<file path="config.mk">
export PLATFORM = sky130hd
export DESIGN_NAME = multicycle_sequencer
export DESIGN_NICKNAME = d
export VERILOG_FILES = /design/src/rtl/multicycle_sequencer_pkg.sv /design/src/rtl/mem_wait_timer.sv /design/src/rtl/multicycle_sequencer.sv
export SDC_FILE = /design/constraint.sdc
export NUM_CORES = 1
export LEC_CHECK = 0
export ABC_AREA = 1
export ABC_CLOCK_PERIOD_IN_PS = 1590
export CAP_MARGIN = 30
export CORE_UTILIZATION = 47
export CTS_CLUSTER_DIAMETER = 80
export CTS_CLUSTER_SIZE = 14
export DETAILED_ROUTE_END_ITERATION = 7
export PLACE_DENSITY = 0.84
export SLEW_MARGIN = 10
export SYNTH_ARGS = -nofsm -noshare
export SYNTH_HDL_FRONTEND = slang
export SYNTH_HIERARCHICAL = 1
export SYNTH_SLANG_ARGS = --single-unit
</file>
<file path="constraint.sdc">
create_clock -name clk -period 1.59 [get_ports clk]
set_input_delay 0.2385 -clock clk [delete_from_list [all_inputs] [get_ports clk]]
set_output_delay 0.2385 -clock clk [all_outputs]
set_load 0.02 [all_outputs]
</file>
<file path="src/rtl/multicycle_sequencer_pkg.sv">
// Shared encodings for the multi-cycle sequencer: FSM states, opcodes, next-PC selects.
// Latency: n/a (types, constants and a pure function only).
// Backpressure: n/a.
package multicycle_sequencer_pkg;

    typedef enum logic [2:0] {
        ST_IDLE   = 3'd0,
        ST_FETCH  = 3'd1,
        ST_DECODE = 3'd2,
        ST_EXEC   = 3'd3,
        ST_MEM    = 3'd4,
        ST_WB     = 3'd5,
        ST_HALT   = 3'd6
    } state_t;

    localparam logic [3:0] OP_ALUR   = 4'h0;
    localparam logic [3:0] OP_CMPR   = 4'h2;
    localparam logic [3:0] OP_SW     = 4'h5;
    localparam logic [3:0] OP_BRANCH = 4'h6;
    localparam logic [3:0] OP_ALUI   = 4'h8;
    localparam logic [3:0] OP_LW     = 4'h9;
    localparam logic [3:0] OP_CMPI   = 4'hA;
    localparam logic [3:0] OP_JAL    = 4'hB;

    localparam logic [1:0] PC_SEQ = 2'd0;
    localparam logic [1:0] PC_BR  = 2'd1;
    localparam logic [1:0] PC_JAL = 2'd2;

    function automatic logic op_legal(input logic [3:0] op);
        logic ok;
        case (op)
            OP_ALUR, OP_CMPR, OP_SW, OP_BRANCH,
            OP_ALUI, OP_LW, OP_CMPI, OP_JAL: ok = 1'b1;
            default:                         ok = 1'b0;
        endcase
        return ok;
    endfunction

endpackage

</file>
<file path="src/rtl/mem_wait_timer.sv">
// Counts cycles spent waiting on a memory ready; flags when the tolerated wait is used up.
// Latency: expired is a combinational compare of the registered count.
// Backpressure: none; clr has priority over cnt_en.
// Ports: clk, reset_n (async active-low), clr (restart at 0), cnt_en (count this cycle),
//        expired (count has reached MEM_TIMEOUT).
module mem_wait_timer #(
    parameter int TMO_W       = 8,
    parameter int MEM_TIMEOUT = 255
) (
    input  logic clk,
    input  logic reset_n,
    input  logic clr,
    input  logic cnt_en,
    output logic expired
);

    logic [TMO_W-1:0] cnt;

    always_ff @(posedge clk or negedge reset_n) begin
        if (!reset_n) begin
            cnt <= '0;
        end else if (clr) begin
            cnt <= '0;
        end else if (cnt_en) begin
            cnt <= cnt + 1'b1;
        end
    end

    assign expired = (cnt == TMO_W'(MEM_TIMEOUT));

endmodule

</file>
<file path="src/rtl/multicycle_sequencer.sv">
// Multi-cycle control FSM: FETCH/DECODE/EXEC/[MEM]/WB with datapath strobes and next-PC select.
// Latency: ALU/CMP/JAL 4, BRANCH 3, LW 5, SW 4 cycles with memories ready at once.
// Backpressure: stalls in FETCH/MEM until imem_ready/dmem_ready; halts after MEM_TIMEOUT wait cycles.
// Ports: clk, reset_n (async active-low); run, op, br_taken, imem_ready, dmem_ready in;
//        fetch_req, ir_we, dec_we, alu_we, dmem_re, dmem_we, rf_we, pc_we, pc_sel,
//        state, retired, illegal, bus_err out.
module multicycle_sequencer
    import multicycle_sequencer_pkg::*;
#(
    parameter int CNT_W       = 32,
    parameter int TMO_W       = 8,
    parameter int MEM_TIMEOUT = 255
) (
    input  logic             clk,
    input  logic             reset_n,
    input  logic             run,
    input  logic [3:0]       op,
    input  logic             br_taken,
    input  logic             imem_ready,
    input  logic             dmem_ready,
    output logic             fetch_req,
    output logic             ir_we,
    output logic             dec_we,
    output logic             alu_we,
    output logic             dmem_re,
    output logic             dmem_we,
    output logic             rf_we,
    output logic             pc_we,
    output logic [1:0]       pc_sel,
    output logic [2:0]       state,
    output logic [CNT_W-1:0] retired,
    output logic             illegal,
    output logic             bus_err
);

    state_t     st_q;
    logic [3:0] op_q;

    logic retire;
    logic enter_fetch;
    logic enter_mem;
    logic timer_clr;
    logic timer_en;
    logic expired;

    // Retire points: taken/untaken branch in EXEC, store on its ready cycle, any WB.
    always_comb begin
        retire      = 1'b0;
        enter_fetch = 1'b0;
        enter_mem   = 1'b0;
        timer_en    = 1'b0;
        retire      = (st_q == ST_EXEC && op_q == OP_BRANCH) ||
                      (st_q == ST_MEM  && op_q == OP_SW && dmem_ready) ||
                      (st_q == ST_WB);
        enter_fetch = run && (st_q == ST_IDLE || retire);
        enter_mem   = (st_q == ST_EXEC) && (op_q == OP_LW || op_q == OP_SW);
        timer_en    = (st_q == ST_FETCH && !imem_ready) ||
                      (st_q == ST_MEM   && !dmem_ready);
    end

    // One timer serves both waits: it restarts whenever a wait state is entered.
    assign timer_clr = enter_fetch || enter_mem;

    mem_wait_timer #(
        .TMO_W       (TMO_W),
        .MEM_TIMEOUT (MEM_TIMEOUT)
    ) u_timer (
        .clk     (clk),
        .reset_n (reset_n),
        .clr     (timer_clr),
        .cnt_en  (timer_en),
        .expired (expired)
    );

    always_ff @(posedge clk or negedge reset_n) begin
        if (!reset_n) begin
            st_q    <= ST_IDLE;
            op_q    <= '0;
            retired <= '0;
            illegal <= 1'b0;
            bus_err <= 1'b0;
        end else begin
            case (st_q)
                ST_IDLE: begin
                    if (run) st_q <= ST_FETCH;
                end
                ST_FETCH: begin
                    // A ready arriving on the expiry cycle still completes the fetch.
                    if (imem_ready) begin
                        st_q <= ST_DECODE;
                    end else if (expired) begin
                        st_q    <= ST_HALT;
                        bus_err <= 1'b1;
                    end
                end
                ST_DECODE: begin
                    op_q <= op;
                    if (!op_legal(op)) begin
                        st_q    <= ST_HALT;
                        illegal <= 1'b1;
                    end else begin
                        st_q <= ST_EXEC;
                    end
                end
                ST_EXEC: begin
                    if (op_q == OP_LW || op_q == OP_SW) begin
                        st_q <= ST_MEM;
                    end else if (op_q != OP_BRANCH) begin
                        st_q <= ST_WB;
                    end
                end
                ST_MEM: begin
                    if (dmem_ready) begin
                        if (op_q == OP_LW) st_q <= ST_WB;
                    end else if (expired) begin
                        st_q    <= ST_HALT;
                        bus_err <= 1'b1;
                    end
                end
                ST_WB:   ;
                ST_HALT: ;
                default: st_q <= ST_HALT;
            endcase

            // Retirement overrides the per-state next state above; run only
            // decides whether another instruction starts.
            if (retire) begin
                retired <= retired + 1'b1;
                st_q    <= run ? ST_FETCH : ST_IDLE;
            end
        end
    end

    always_comb begin
        fetch_req = 1'b0;
        ir_we     = 1'b0;
        dec_we    = 1'b0;
        alu_we    = 1'b0;
        dmem_re   = 1'b0;
        dmem_we   = 1'b0;
        rf_we     = 1'b0;
        pc_we     = 1'b0;
        pc_sel    = PC_SEQ;
        case (st_q)
            ST_FETCH: begin
                fetch_req = 1'b1;
                ir_we     = imem_ready;
            end
            ST_DECODE: dec_we = 1'b1;
            ST_EXEC: begin
                alu_we = 1'b1;
                if (op_q == OP_BRANCH) begin
                    pc_we  = 1'b1;
                    pc_sel = br_taken ? PC_BR : PC_SEQ;
                end
            end
            ST_MEM: begin
                dmem_re = (op_q == OP_LW);
                dmem_we = (op_q == OP_SW);
                pc_we   = (op_q == OP_SW) && dmem_ready;
            end
            ST_WB: begin
                rf_we  = 1'b1;
                pc_we  = 1'b1;
                pc_sel = (op_q == OP_JAL) ? PC_JAL : PC_SEQ;
            end
            default: ;
        endcase
    end

    assign state = st_q;

endmodule

</file>
==> qor.yml, run 1 <==
finalNetCount: 574
hold_class: "input port to asynchronous set/reset pin"
dp_hpwl_um: 6010
critPathArrivalTime_ps: 1640
drc: 2
via_count: 3686
fin_ws_ps: -290
cp_data_required_time_ps: 1350
fillers: 435
cts_num_sinks: 49
rsz0062_at_grt: "true"
ys_ff_latch: 49
coreArea_um2: 6100
postSynthNetCount: 456
cts_buffers: 5
ys_warn_count: 6
synth_edf_count: 0
drive_above_1_share_pct: 23.3
clk_latency_ps: 320
clk_pin_slew_ps: 90
post-route-period-util_pct: 118
gp_congestion: 0.937
setup_viol: 51
drt_iter0_drc: 421
cp_common_cell: "buf_4"
hold_violations: 0
finClkSkew_ps: 14.4
slowest_delay_ps: 470
cts_root_buf: "clkbuf_8"
p_leak_uw: 0.00230
violations: "DRC, setup timing"
cap_violations: 0
multi_input_area_um2: 1740
worst_pin_slew_ps: 316
dr.pass1.iters: 8
synthArstFlopShare_pct: 100
ys.flop_type: "dfrtp_1"
grt_pass1_vias: 3284
path_cells: "inv_2, buf_4, nand3_4, nor2_4, buf_4, buf_4, buf_6"
synth_cell_types: 29
htree_levels: 2
fp.dieArea_um2: 6810
status: "finished with violations"
synth_cells: 444
wl_per_cell_um: 16.7
area_growth_pct: 45.4
postRouteAntennaNets: 0
ios: 57
fp.dieH_um: 82.5
maxSlewViolCount: 0
finalSetupTns_ps: -8210
antenna_cells: 0
syn_avg_cell_area_um2: 6.86
crit_slowest_cell: "dfrtp_2"
antenna_found_initial: 0
p_per_area_nw_per_um2: 871
grt_start_max_net_pins: 50
total_power_uw: 3860
min_period_ps: 1880
seq_area_um2: 1230
end_kind: "output port"
critPathKind: "register to output port"
synth.cell_area_um2: 3050
fmax_ghz: 0.532
peakVddDrop_mv: 0.973
clockBufferDepth: 2
avgViaCountPerCell: 5.79
rows: 28
synth.yosys.seq_area_share_pct: 40.2
port_buffers: 56
initial_core_util_pct: 50.0
path_max_fanout: 4
worst_setup_path_start_kind: "register"
cts_tree: "done"
fp.dieW_um: 82.5
slew_headroom_pct: 78.9
grt_pass1_wl_um: 14600
drt-total-wl_um: 10700
grt.total_usage_pct: 28.7
overflow: 0
## report_power, final
part / switching, uW / internal [uW]
clock: 414 / 300
combinational: 829 / 725
sequential: 184 / 1410
## synthesized netlist by cell type, drive strengths merged (6+ instances only)
cell    instances  area share, %
o21ai          12            2.0
nand4           7            1.4
a21oi           6            1.1
nand3b          9            2.6
dfrtp          49             40
buf             8            2.1
nand3          35            6.2
xnor2          13            3.7
nor2           74            9.9
nand2         165             20
inv            50            6.2
## timing repair
item / in CTS / in global routing
endpoints found under the hold margin: 49 / 0
gates resized for setup: 109 / 31
setup endpoints to repair: 84 / 54
gates cloned: 1 / 3
hold buffers: 1 / 0
pin swaps: 9 / 13
buffers inserted: 14 / 7
## metal layers
metal / track usage (%) / vias up / routed length [um]
met1: 35.5 / 1674 / 3850
li1: - / 1613 / -
met3: 4.29 / 103 / 1040
met5: 0 / - / 0
met2: 48.8 / 296 / 5020
met4: 14.1 / 0 / 769
## layout by cell type (no fill, tap or decap), types with 3 or more instances in the layout
| cell | instances |
|---|---|
| a21oi_1 | 4 |
| xnor2_1 | 12 |
| clkdlybuf4s50_1 | 10 |
| dfrtp_1 | 46 |
| buf_6 | 7 |
| buf_4 | 57 |
| nor2_1 | 57 |
| nand4_1 | 7 |
| xor2_1 | 5 |
| nor2_4 | 7 |
| nand3b_1 | 8 |
| dfrtp_2 | 3 |
| inv_1 | 43 |
| nand3_2 | 3 |
| nand2_1 | 160 |
| nor2_2 | 10 |
| o21ai_2 | 4 |
| dlygate4sd2_1 | 31 |
| o21ai_0 | 6 |
| clkbuf_8 | 5 |
| inv_2 | 5 |
| nand3_1 | 29 |
| nand2_2 | 3 |
| nand3_4 | 3 |
## logic make-up (layout without fill, tap and decap cells)
group                      Yosys count  count (layout)  share of synthesized area, %
adders and majority gates            2               2                         0.821
AOI/OAI and AO/OA                   19              19                          3.33
DFF                                 49              49                          40.2
xor gates and xnor gates            18              18                          5.17
and+or+nand+nor                    298             298                          42.2
buffers and inverters               58             176                          8.25
## registers in the layout (all words and copies together) (netlist names)
| name | count |
|---|---|
| retired | 32 |
| u_timer/cnt | 8 |
| op_q | 4 |
| state | 3 |
| bus_err | 1 |
| illegal | 1 |
## stage by stage
step	worst slack, ps	area [um2]	utilization (%)	hold WS, ps	cells
finish	-290	4430	72.7	442	637
global route	-363	4430	72.7	475	637
CTS	-108	4220	69.2	443	627
detailed placement	-335	3970	65.1	245	605
global placement	-297	3970	65.1	244	605
floorplan	-171	3090	-	-57.1	444
## worst paths after layout
| kind | startpoint | to | slack (ps) | depth (start not counted) |
|---|---|---|---|---|
| worst max-delay path | state[1] | ir_we | -290 | 7 |
| worst min-delay path | reset_n | state[1] | 440 | 3 |
| worst max register to register | state[1] | u_timer/cnt[4] | -260 | 12 |
| worst min register to register | illegal | illegal | 470 | 2 |
| max in group asynchronous | reset_n | state[0] | 910 | 3 |
| min in group clk | illegal | illegal | 470 | 2 |
## worst max-delay path, delay by kind of cell, from the launching register on
kind | cells | cell delay (ps)
buffers and inverters | 5 | 590
DFF | 1 | 470
and+or+nand+nor | 2 | 260
## cell type report
class	count	share of cell area [%]
Multi-Input combinational cell	337	39.2
Tap cell	75	2.12
Clock buffer	6	1.64
Inverter	50	4.46
Timing Repair Buffer	119	24.7
Sequential cell	49	27.8
Clock inverter	1	0.113
No activity file was read; power rests on OpenSTA's default activity.
==> run 2, diff against run 1 <==
- CORE_MARGIN: default -> 2
==> qor.yml, run 2 (synthesis results as in run 1) <==
critPathArrivalTime_ps: 2100
rows: 29
dp_hpwl_um: 5980
cts_root_buf: "clkbuf_8"
drt-total-wl_um: 11600
cp_data_required_time_ps: 1820
worst_pin_slew_ps: 321
fp.dieArea_um2: 7140
clockBufferDepth: 2
r2r_end: "retired[9]"
drive_above_1_share_pct: 27.9
violations: "setup timing"
area_growth_pct: 51.8
p_leak_uw: 0.00237
fp.dieH_um: 84.5
finalNetCount: 581
clk_pin_slew_ps: 100
mostFrequentLayoutCells: "152 x nand2_1, 55 x nor2_1, 54 x buf_4, 45 x dfrtp_1, 38 x inv_1"
fillers: 421
dp_slack_ps: -265
final_area_um2: 4620
min_period_ps: 1880
end_kind: "register"
cts_buffers: 5
grt.total_usage_pct: 26.9
finClkSkew_ps: 13.3
largest_register_ffs: 32
drt_iter0_drc: 312
ff2ff_path_depth: 10
post-route-period-util_pct: 118
htree_levels: 2
cts_num_sinks: 49
rsz0062_at_grt: "true"
antenna_found_initial: 0
critPathKind: "register to register"
reg2reg_slack_ps: -290
hold_ws_ps: 423
ios: 57
crit_start: "state[0]"
avgViaCountPerCell: 5.76
cap_violations: 0
gp_congestion: 0.932
regMostFlops: "retired"
hold_violations: 0
overflow: 0
fmax_ghz: 0.533
final_core_util_pct: 73.2
port_buffers: 56
initial_core_util_pct: 48.3
peakVddDrop_mv: 1.02
fp.dieW_um: 84.5
slew_headroom_pct: 78.4
antenna_cells: 0
grt_pass1_wl_um: 15600
setup_viol: 52
clk_latency_ps: 320
timing.rr.start: "state[0]"
drc: 0
hold_class: "input port to asynchronous set/reset pin"
fin_ws_ps: -286
crit_path_end: "retired[9]"
cts_tree: "done"
maxSlewViolCount: 0
p_per_area_nw_per_um2: 950
layout_commonest_cell: "nand2_1"
wl_per_cell_um: 18.0
postRouteAntennaNets: 0
placed_area_um2: 3980
grt_pass1_vias: 3393
worst_setup_path_start_kind: "register"
via_count: 3727
coreArea_um2: 6310
path_max_fanout: 6
dr.pass1.iters: 6
status: "finished with violations"
total_power_uw: 4390
grt_start_max_net_pins: 50
reg.largest.list: "retired x32, u_timer/cnt x8, op_q x4"
-- run 2: worst min-delay path by stage --
stage / start / endpoint / slack [ps] / depth (start not counted)
after floorplan: reset_n / bus_err / -60 / 0
after global placement: reset_n / op_q[3] / 240 / 2
after detailed placement: reset_n / op_q[0] / 250 / 2
after CTS: reset_n / retired[4] / 450 / 3
after global routing: reset_n / retired[3] / 460 / 3
final: reset_n / op_q[2] / 420 / 3
-- run 2: what timing repair did --
| item | CTS | global route |
|---|---|---|
| buffers inserted | 13 | 12 |
| setup endpoints to repair | 85 | 56 |
| endpoints found under the hold margin | 49 | 0 |
| gates resized for setup | 130 | 44 |
| cloned | 1 | 4 |
| pin swaps | 26 | 21 |
| hold buffers | 1 | 0 |
-- run 2: stage by stage --
stage,std cells,setup TNS [ps]
after floorplan,444,-911
after global routing,647,-10080
after global placement,608,-7690
final,647,-8920
after CTS,631,-634
after detailed placement,608,-8750
-- run 2: metal layers --
layer	wire [um]	up-vias	GRT usage, %
li1	-	1625	-
met1	4150	1712	34.1
met2	5500	294	45.4
met3	1150	96	4.13
met4	818	0	12.4
met5	0	-	0
-- run 2: final cells by class --
type	count	area [um2]	share of cell area (%)
clock inverter	2	37.5	0.812
timing repair buffer	126	1180	25.5
sequential	49	1230	26.6
tap	77	96.3	2.08
multi-input combinational	337	1800	38.9
inverter	50	203	4.38
clock buffer	6	82.6	1.79
-- run 2: power by group --
part           switching [uW]  internal [uW]
logic                     988            810
clock network             476            513
registers                 198           1410
-- run 2: critical path, stage by stage, from the launching register on --
cell       delay (ps)
dfrtp_2           460
buf_6             130
nand2_4            50
nor2_4            170
nand3b_4          120
nand3_4           130
buf_4             140
buf_12            130
clkbuf_16         150
nand2_1            70
xnor2_1           220
==> run 3, diff against run 2 <==
- GPL_TIMING_DRIVEN: default -> 1
==> results of run 3 <==
Final layout, timing and power as in run 2 (identical DEF).
